**config.mk**
```make
export PLATFORM = sky130hd
export DESIGN_NAME = digit_scan_ctrl
export DESIGN_NICKNAME = d
export VERILOG_FILES = /design/src/rtl/disp_pkg.sv /design/src/rtl/digit_next_sel.sv /design/src/rtl/digit_scan_ctrl.sv
export SDC_FILE = /design/constraint.sdc
export NUM_CORES = 1
export LEC_CHECK = 0
export ABC_AREA = 0
export CAP_MARGIN = 20
export CORE_AREA = 2 2 67 75
export CTS_CLUSTER_SIZE = 10
export DETAILED_ROUTE_END_ITERATION = 6
export DIE_AREA = 0 0 69 77
export GPL_TIMING_DRIVEN = 1
export HOLD_SLACK_MARGIN = 0.05
export SKIP_LAST_GASP = 1
export SLEW_MARGIN = 20
export SYNTH_ARGS = -nofsm -noshare
export SYNTH_HDL_FRONTEND = slang
export SYNTH_SLANG_ARGS = --single-unit
```
**constraint.sdc**
```tcl
create_clock -name clk -period 2.9 [get_ports clk]
set_clock_uncertainty 0.15 [all_clocks]
set_input_delay 0.435 -clock clk [delete_from_list [all_inputs] [get_ports clk]]
set_output_delay 0.435 -clock clk [all_outputs]
set_load 0.02 [all_outputs]
```
**src/rtl/disp_pkg.sv**
```systemverilog
// Shared definitions for the seven-segment display scan logic.
package disp_pkg;

    typedef enum logic [1:0] {
        IDLE,
        BLANK,
        SHOW
    } scan_state_t;

    localparam int NUM_DIGITS = 4;
    localparam logic [NUM_DIGITS-1:0] AN_OFF = 4'b1111;

    // Active-low anode pattern that lights exactly the selected digit.
    function automatic logic [NUM_DIGITS-1:0] anode_for(input logic [1:0] sel);
        return ~(4'b0001 << sel);
    endfunction

endpackage

```
**src/rtl/digit_next_sel.sv**
```systemverilog
// Circular priority finder: first set mask bit strictly after the current
// index (mod 4), wrapping back to the current index itself last.
module digit_next_sel
    import disp_pkg::*;
(
    input  logic [1:0]            cur,
    input  logic [NUM_DIGITS-1:0] mask,
    output logic [1:0]            next,
    output logic                  wrap
);

    logic       found;
    logic [1:0] idx;

    // Search cur+1, cur+2, cur+3, cur in that order; an empty mask keeps cur.
    always_comb begin
        // NOTE: every variable gets a default before the loop so no path
        // leaves it unassigned, which would otherwise infer a latch.
        next  = cur;
        found = 1'b0;
        idx   = cur;
        for (int i = 1; i <= NUM_DIGITS; i++) begin
            idx = cur + 2'(i);
            if (!found && mask[idx]) begin
                next  = idx;
                found = 1'b1;
            end
        end
        wrap = (next <= cur);
    end

endmodule

```
**src/rtl/digit_scan_ctrl.sv**
```systemverilog
// Time-multiplexing scan controller for a 4-digit seven-segment display.
// Each slot is BLANK_CYCLES of all-anodes-off followed by SCAN_DIV cycles
// with one digit lit; select only moves on entry to a blank gap.
module digit_scan_ctrl
    import disp_pkg::*;
#(
    parameter int SCAN_DIV     = 50000,
    parameter int BLANK_CYCLES = 2
) (
    input  logic                  clk,
    input  logic                  rst_n,
    input  logic                  en,
    input  logic [NUM_DIGITS-1:0] digit_mask,
    output logic [1:0]            select,
    output logic [NUM_DIGITS-1:0] an_n,
    output logic                  blank,
    output logic                  frame_done
);

    localparam int CNT_MAX = (SCAN_DIV > BLANK_CYCLES) ? SCAN_DIV : BLANK_CYCLES;
    localparam int CNT_W   = $clog2(CNT_MAX + 1);
    localparam logic [CNT_W-1:0] BLANK_LOAD = CNT_W'(BLANK_CYCLES - 1);
    localparam logic [CNT_W-1:0] SHOW_LOAD  = CNT_W'(SCAN_DIV - 1);

    scan_state_t      state;
    logic [CNT_W-1:0] cnt;
    logic [1:0]       search_from;
    logic [1:0]       next_sel;
    logic             next_wrap;

    // From IDLE, searching after index 3 yields the lowest set mask bit.
    assign search_from = (state == IDLE) ? 2'd3 : select;

    digit_next_sel u_next_sel (
        .cur  (search_from),
        .mask (digit_mask),
        .next (next_sel),
        .wrap (next_wrap)
    );

    // Scan FSM with shared slot counter; all outputs registered with the state.
    always_ff @(posedge clk) begin
        // NOTE: sequential state uses non-blocking assignments only, so every
        // register samples the pre-edge values of the others.
        if (!rst_n) begin
            state      <= IDLE;
            select     <= 2'd0;
            an_n       <= AN_OFF;
            blank      <= 1'b1;
            frame_done <= 1'b0;
            cnt        <= '0;
        end else begin
            frame_done <= 1'b0;
            case (state)
                IDLE: begin
                    an_n  <= AN_OFF;
                    blank <= 1'b1;
                    cnt   <= BLANK_LOAD;
                    if (en && (digit_mask != '0)) begin
                        state  <= BLANK;
                        select <= next_sel;
                    end
                end
                BLANK: begin
                    if (cnt == '0) begin
                        state <= SHOW;
                        cnt   <= SHOW_LOAD;
                        an_n  <= anode_for(select);
                        blank <= 1'b0;
                    end else begin
                        cnt <= cnt - 1'b1;
                    end
                end
                SHOW: begin
                    // en and mask are only looked at here, so a lit digit
                    // always finishes its full slot.
                    if (cnt == '0) begin
                        an_n  <= AN_OFF;
                        blank <= 1'b1;
                        if (!en || (digit_mask == '0)) begin
                            state <= IDLE;
                        end else begin
                            state      <= BLANK;
                            select     <= next_sel;
                            cnt        <= BLANK_LOAD;
                            frame_done <= next_wrap;
                        end
                    end else begin
                        cnt <= cnt - 1'b1;
                    end
                end
                default: begin
                    state <= IDLE;
                    an_n  <= AN_OFF;
                    blank <= 1'b1;
                end
            endcase
        end
    end

endmodule
```
After elaboration in Yosys (flattened, before gate mapping)
Index checks and enable logic that the tools add are counted.
{ "op_classes": {"add_sub_neg": 4, "n_lt_le_gt_ge": 5, "eq_ne": 7, "shifts": 1, "muxes": 35, "n_bitwise": 4, "n_reduce_logical": 20} }
{ "op_table": {"columns": ["cell", "count"], "rows": [
  ["two-way mux 16 bit", 3],
  ["one-hot mux 16 bit (3 select lines)", 1],
  ["two-way mux 2 bit", 11],
  ["zero test 16 bit", 1],
  ["subtractor 16 x 1 -> 16 bit (second input constant)", 1],
  ["less-than comparator 2 x 3 -> 1 bit (second input constant)", 4],
  ["two-way mux 1 bit", 10],
  ["binary-select mux 1 bit (select 2 bit)", 4],
  ["two-way mux 4 bit", 2],
  ["one-hot mux 4 bit (2 select lines)", 1],
  ["inequality test 2 bit (second input constant)", 3],
  ["one-hot mux 2 bit (3 select lines)", 1],
  ["adder 2 bit (second input constant)", 2],
  ["logical AND 1 bit", 4],
  ["zero test 1 bit", 4],
  ["zero test 4 bit", 1],
  ["NOT 4 bit", 1],
  ["one-hot mux 2 bit (2 select lines)", 1],
  ["AND reduction 2 bit", 2],
  ["AND reduction 4 bit", 1],
  ["nonzero test 4 bit", 1],
  ["OR reduction 4 bit", 1],
  ["<< shifter 1 x 2 -> 4 bit (first input constant)", 1],
  ["inequality test 3 bit (second input constant)", 1],
  ["other kinds (12)", 14]
]} }
{ "totals": {"reg_bits": 26, "in_bits": 7, "out_inout_bits": 8, "word_cells": 82} }

Depth between registers and ports, before layout
{ "depth": {"ltp_word": 18, "ltp_mapped": 13, "ltp_nobuf": 12} }

By module
A second synthesis with hierarchy kept.
{ "unflattened": {"hier_cells": 199, "area_unflattened_um2": 1646.6} }
{ "by_module_without_submodules": {"columns": ["mod", "instances", "cells_per_inst", "area_each_um2", "seq_area_each_um2"], "rows": [
  ["digit_scan_ctrl", 1, 182, 1511.4, 520.5],
  ["digit_next_sel", 1, 17, 135.1, 0.0]
]} }

Worst setup path before layout
OpenSTA, ideal clock, no wires.
{ "synth_timing": {"path_type": "reg2reg", "startpoint": "register state[1]", "endpoint": "register frame_done", "setup_ns": 0.092, "arrival_ns": 2.101, "required_ns": 2.658, "setup_slack_ns": 0.557, "path_stages_with_launch": 14, "path_buffers": 1, "period_less_slack_ns": 2.343, "path_cell_list": "dfxtp_1 > inv_1 > ha_1 > or2_2 > clkbuf_1 > inv_1 > a221oi_1 > o21a_1 > xnor2_1 > ha_1 > inv_1 > a21oi_1 > a21oi_1 > nor4_1"} }
{ "synth_via": {"elab_chain_len": 16, "elab_cells_between_ends": 30, "cone_classes": "add/sub (3); order compare (1); eq/ne (1); mux (16); bitwise (1); reduce/logical (8)"} }
{ "synth_lines": {"columns": ["item", "line_no", "text"], "rows": [
  ["start: declaration", "digit_scan_ctrl.sv:25", "scan_state_t state;"],
  ["start signal: assignment", "digit_scan_ctrl.sv:46", "state <= IDLE;"],
  ["start signal: assignment", "digit_scan_ctrl.sv:60", "state <= BLANK;"],
  ["start signal: assignment", "digit_scan_ctrl.sv:66", "state <= SHOW;"],
  ["zero test 2 bit", "digit_scan_ctrl.sv:32", "assign search_from = (state == IDLE) ? 2'd3 : select;"],
  ["two-way mux 2 bit", "digit_scan_ctrl.sv:32", null],
  ["adder 2 x 1 -> 2 bit", "digit_next_sel.sv:23", "idx = cur + 2'(i);"],
  ["binary-select mux 1 bit (select 2 bit)", "digit_next_sel.sv:24", "if (!found && mask[idx]) begin"],
  ["two-way mux 1 bit (not written as such)", "digit_next_sel.sv:24", null],
  ["two-way mux 1 bit", "digit_next_sel.sv:24", null],
  ["zero test 1 bit", "digit_next_sel.sv:24", null],
  ["logical AND 1 bit", "digit_next_sel.sv:24", null],
  ["two-way mux 1 bit", "digit_next_sel.sv:24", null],
  ["zero test 1 bit", "digit_next_sel.sv:24", null],
  ["logical AND 1 bit", "digit_next_sel.sv:24", null],
  ["two-way mux 1 bit", "digit_next_sel.sv:24", null],
  ["zero test 1 bit", "digit_next_sel.sv:24", null],
  ["logical AND 1 bit", "digit_next_sel.sv:24", null],
  ["two-way mux 2 bit", "digit_next_sel.sv:24", null],
  ["less-or-equal comparator 2 bit", "digit_next_sel.sv:29", "wrap = (next <= cur);"],
  ["end signal: assignment", "digit_scan_ctrl.sv:86", "frame_done <= next_wrap;"],
  ["end: declaration", "digit_scan_ctrl.sv:17", "output logic frame_done"]
]} }
Several ways; a longest one is shown, not always the timed one. The select of a mux whose other input is x is not followed.
A chain may end at the register's enable or synchronous reset.

Final worst setup path
{ "layout_timing": {"startpoint": "input digit_mask[1]", "endpoint": "register frame_done"} }
{ "layout_via": {"elab_chain_len": 13, "elab_cells_between_ends": 25, "cone_classes": "order compare (1); mux (15); reduce/logical (9)"} }
{ "layout_lines": {"columns": ["item", "line_no", "text"], "rows": [
  ["start: declaration", "digit_scan_ctrl.sv:13", "input logic [NUM_DIGITS-1:0] digit_mask,"],
  ["binary-select mux 1 bit (select 2 bit)", "digit_next_sel.sv:24", null],
  ["two-way mux 1 bit (not written as such)", "digit_next_sel.sv:24", null],
  ["two-way mux 1 bit", "digit_next_sel.sv:24", null],
  ["zero test 1 bit", "digit_next_sel.sv:24", null],
  ["logical AND 1 bit", "digit_next_sel.sv:24", null],
  ["two-way mux 1 bit", "digit_next_sel.sv:24", null],
  ["zero test 1 bit", "digit_next_sel.sv:24", null],
  ["logical AND 1 bit", "digit_next_sel.sv:24", null],
  ["two-way mux 1 bit", "digit_next_sel.sv:24", null],
  ["zero test 1 bit", "digit_next_sel.sv:24", null],
  ["logical AND 1 bit", "digit_next_sel.sv:24", null],
  ["two-way mux 2 bit *", "digit_next_sel.sv:24", null],
  ["named net next_sel[1]", "digit_scan_ctrl.sv:28", "logic [1:0] next_sel;"],
  ["less-or-equal comparator 2 bit *", "digit_next_sel.sv:29", null]
]} }
The timed path passes the listed nets; every way through them passes the cells marked *. The select of a mux whose other input is x is not followed.

==> out/qor.json <==
{
  "area_delta_synth_final": {"value": 13.3, "unit": "%"},
  "ios": {"value": 15},
  "area.sequential": {"value": 520, "unit": "sq um"},
  "portBuffers": {"value": 14},
  "critical_path.cell_chain": {"value": "clkdlybuf4s50_1 -> and3b_1 -> o41ai_1 -> a21oi_1 -> o21ai_0 -> ha_1 -> a21oi_1 -> a21oi_1 -> nor4_1"},
  "worst-slew-pin-transition": {"value": 0.595, "unit": "ns"},
  "die_outline_height": {"value": 77, "unit": "um"},
  "chipWidth": {"value": 69, "unit": "um"},
  "syn_area": {"value": 1760, "unit": "sq um"},
  "crit_path_time_final": {"value": 2.51, "unit": "ns"},
  "worst_hold_startpoint": {"value": "blank"},
  "max-cap-violations": {"value": 0},
  "worst_setup_path_end_kind": {"value": "register"},
  "worstSetupPathType": {"value": "in2reg"},
  "detail_route.wl_per_cell": {"value": 13.7, "unit": "um"},
  "postSynthNetCount": {"value": 245},
  "die_area": {"value": 5310, "unit": "sq um"},
  "final_net_count": {"value": 254},
  "number_of_flops_mapped_to_enable_cells_by_yosys": {"value": 0},
  "cts_max_path_buffers": {"value": 2},
  "clkLatencyLatePin": {"value": 0.27, "unit": "ns"},
  "antenna_found_initial": {"value": 0},
  "num_rows": {"value": 26},
  "wirelength": {"value": 4000, "unit": "um"},
  "coreArea": {"value": 4550, "unit": "sq um"},
  "slew_headroom": {"value": 60.1, "unit": "%"},
  "post_drt_via_cell_ratio": {"value": 5.61},
  "routabilityCongestion": {"value": 0.804},
  "postRouteAntennaNets": {"value": 0},
  "cts_setup_buffers": {"value": 0},
  "critical_path_peak_fanout": {"value": 9},
  "n_antenna_cell": {"value": 0},
  "path_buf_inv": {"value": 1},
  "unrepaired_setup_endpoints_after_global_routing": {"value": "no"},
  "synthesis.area_per_instance": {"value": 7.65, "unit": "sq um"},
  "detailedRoute.firstIterationViolations": {"value": 76},
  "reg2reg_setup_slack": {"value": 0.39, "unit": "ns"},
  "vdd_ir_drop_max": {"value": 0.650, "unit": "mV"},
  "via_count": {"value": 1643},
  "final_total_negative_setup_slack": {"value": 0, "unit": "ns"},
  "number_of_clock_buffers_inserted_by_tritoncts": {"value": 3},
  "groute.layer.met2.usage": {"value": 27.9, "unit": "%"},
  "min-delay-path-class": {"value": "reg2reg"},
  "leakage": {"value": 0.735, "unit": "nW"},
  "groute.layer.met1.usage": {"value": 20.7, "unit": "%"},
  "globalRouteMet3Util": {"value": 3.55, "unit": "%"},
  "p_per_area": {"value": 1290, "unit": "nW/um^2"},
  "num-fill-cells": {"value": 469},
  "clkTransAtPathRegs": {"value": 0.09, "unit": "ns"},
  "grt_pass1_vias": {"value": 1580},
  "fin_crit_sh": {"value": 86.7, "unit": "%"},
  "grt.total_usage": {"value": 16.1, "unit": "%"},
  "run_status": {"value": "completed"},
  "syn_inst": {"value": 230},
  "drc": {"value": 0},
  "rr_startpoint": {"value": "state[1]"},
  "highest_attainable_clock_frequency": {"value": 398, "unit": "MHz"},
  "yosys_warnings": {"value": 0},
  "synth_largest_area_cell": {"value": "sky130_fd_sc_hd__dfxtp_1"},
  "synth-seq-area-share": {"value": 29.6, "unit": "%"},
  "worst_ep_arrival_time": {"value": 2.55, "unit": "ns"},
  "kind_of_cell_adding_the_most_delay_to_the_critical_path": {"value": "compound AO/OA/AOI/OAI gates"},
  "cts_tree": {"value": "yes"},
  "timing.final.setup_violations": {"value": 0},
  "critPathLaunch": {"value": "digit_mask[1]"},
  "synth-seq-cells": {"value": 26},
  "total_power": {"value": 2.58, "unit": "mW"},
  "async_flop_share": {"value": 0, "unit": "%"},
  "hold-path-cell-count": {"value": 1},
  "synth_flop_cell": {"value": "sky130_fd_sc_hd__dfxtp_1"},
  "multiInputGateArea": {"value": 1120, "unit": "sq um"},
  "dr.pass1.iters": {"value": 4},
  "final_max_slew_viol_count": {"value": 0},
  "initial_utilization": {"value": 38.6, "unit": "%"},
  "critical-path-slowest-cell": {"value": "sky130_fd_sc_hd__clkdlybuf4s50_1"},
  "timing.critical_path.from_type": {"value": "primary input"},
  "critPathMostFrequentCell": {"value": "sky130_fd_sc_hd__a21oi_1"},
  "final_hold_viols": {"value": 0},
  "detailedPlacementHpwl": {"value": 2920, "unit": "um"},
  "layout-drive-gt1-share": {"value": 8.44, "unit": "%"},
  "reg2reg_depth": {"value": 10},
  "cts-htree-levels": {"value": 1},
  "synth_commonest_cells": {"value": "26 x sky130_fd_sc_hd__dfxtp_1, 24 x sky130_fd_sc_hd__nand2_1, 21 x sky130_fd_sc_hd__nor2_1"},
  "global_route.peak_usage_layer": {"value": "met2"},
  "required_arrival_time_at_the_worst_endpoint": {"value": 2.93, "unit": "ns"},
  "worst_hold_path.endpoint": {"value": "blank"},
  "grt_overflow": {"value": 0},
  "timing.rr.end": {"value": "frame_done"},
  "wire_length_of_the_first_global_routing_pass": {"value": 7250, "unit": "um"},
  "maximum_number_of_pins_on_one_net_before_global_route_repair": {"value": 16},
  "cts.sinks": {"value": 26},
  "synth.top_cells.by_area": {"value": "sky130_fd_sc_hd__dfxtp_1 30%, sky130_fd_sc_hd__ha_1 5.7%, sky130_fd_sc_hd__nand2_1 5.1%, sky130_fd_sc_hd__a21oi_1 4.8%, sky130_fd_sc_hd__o21ai_0 4.6%"},
  "clk_root_buffer_cell": {"value": "sky130_fd_sc_hd__clkbuf_8"},
  "max_stage_delay": {"value": 0.55, "unit": "ns"},
  "synth.distinct_cells": {"value": 53},
  "yosysMostFrequentCell": {"value": "sky130_fd_sc_hd__dfxtp_1"},
  "synth.top_cell.area_share": {"value": 29.6, "unit": "%"}
}
[how the worst max path moves through the flow]
stage          slack, ns  cells past startpoint    endpoint
2_1_floorplan       0.56                     13  frame_done
3_3_place_gp        0.18                      9  frame_done
3_5_place_dp        0.14                      9  frame_done
4_1_cts             0.25                     12  frame_done
5_1_grt             0.13                     12  frame_done
6_report            0.39                      9  frame_done
[metal layers]
metal / vias up / wire length [um]
li1: 849 / -
met1: 769 / 1990
met2: 23 / 1860
met3: 2 / 133
met4: 0 / 17
met5: - / 0
[state kept, by name (all words and copies together) (netlist names)]
signal,count
select,2
frame_done,1
state,2
an_n,4
blank,1
cnt,16
[layout make-up]
class                           instances  area share (%)
Multi-Input combinational cell        175            56.4
Timing Repair Buffer                   21            9.67
Sequential cell                        26            26.1
Inverter                               12            2.26
Clock buffer                            3            2.07
Tap cell                               56            3.52
[timing repair]
action,CTS,global route
endpoints found under the hold margin,0,0
setup endpoints to repair,0,1
gates resized for setup,0,1
hold buffers,0,0
[cells by family after synthesis]
logic type | after synthesis | synth area share (%)
mux | 2 | 1.14
flops | 26 | 29.6
fa+ha+maj | 8 | 5.69
buf+inv | 29 | 6.69
compound gates | 62 | 23.3
simple gates | 93 | 28.7
xor+xnor | 10 | 4.98
[where the power goes]
group	switching, mW	total [mW]	internal [mW]	leakage [nW]
logic	1.05	1.79	0.744	0.502
registers	0.129	0.584	0.455	0.211
clock network	0.114	0.207	0.0931	0.0216
total	1.29	2.58	1.29	0.735
[metrics by stage]
step	hold WS (ns)	utilization, %	area [sq um]	worst slack (ns)	std cells
2_1_floorplan	0.300	-	1760	0.557	230
3_3_place_gp	0.304	42.8	1950	0.185	290
3_5_place_dp	0.300	42.8	1950	0.141	290
4_1_cts	0.323	43.7	1990	0.247	293
5_1_grt	0.341	43.8	1990	0.132	293
6_report	0.319	43.8	1990	0.385	293
[cells in the final DEF (no fill, tap or decap), types with 6 or more instances in the layout]
cell type / n
sky130_fd_sc_hd__dfxtp_1: 26
sky130_fd_sc_hd__a21oi_1: 17
sky130_fd_sc_hd__nand3_1: 10
sky130_fd_sc_hd__buf_4: 7
sky130_fd_sc_hd__ha_1: 7
sky130_fd_sc_hd__clkdlybuf4s50_1: 14
sky130_fd_sc_hd__o21ai_0: 16
sky130_fd_sc_hd__nor3_1: 6
sky130_fd_sc_hd__inv_1: 12
sky130_fd_sc_hd__nand2_1: 24
sky130_fd_sc_hd__nor2_1: 21
No activity file was read; power rests on OpenSTA's default activity.
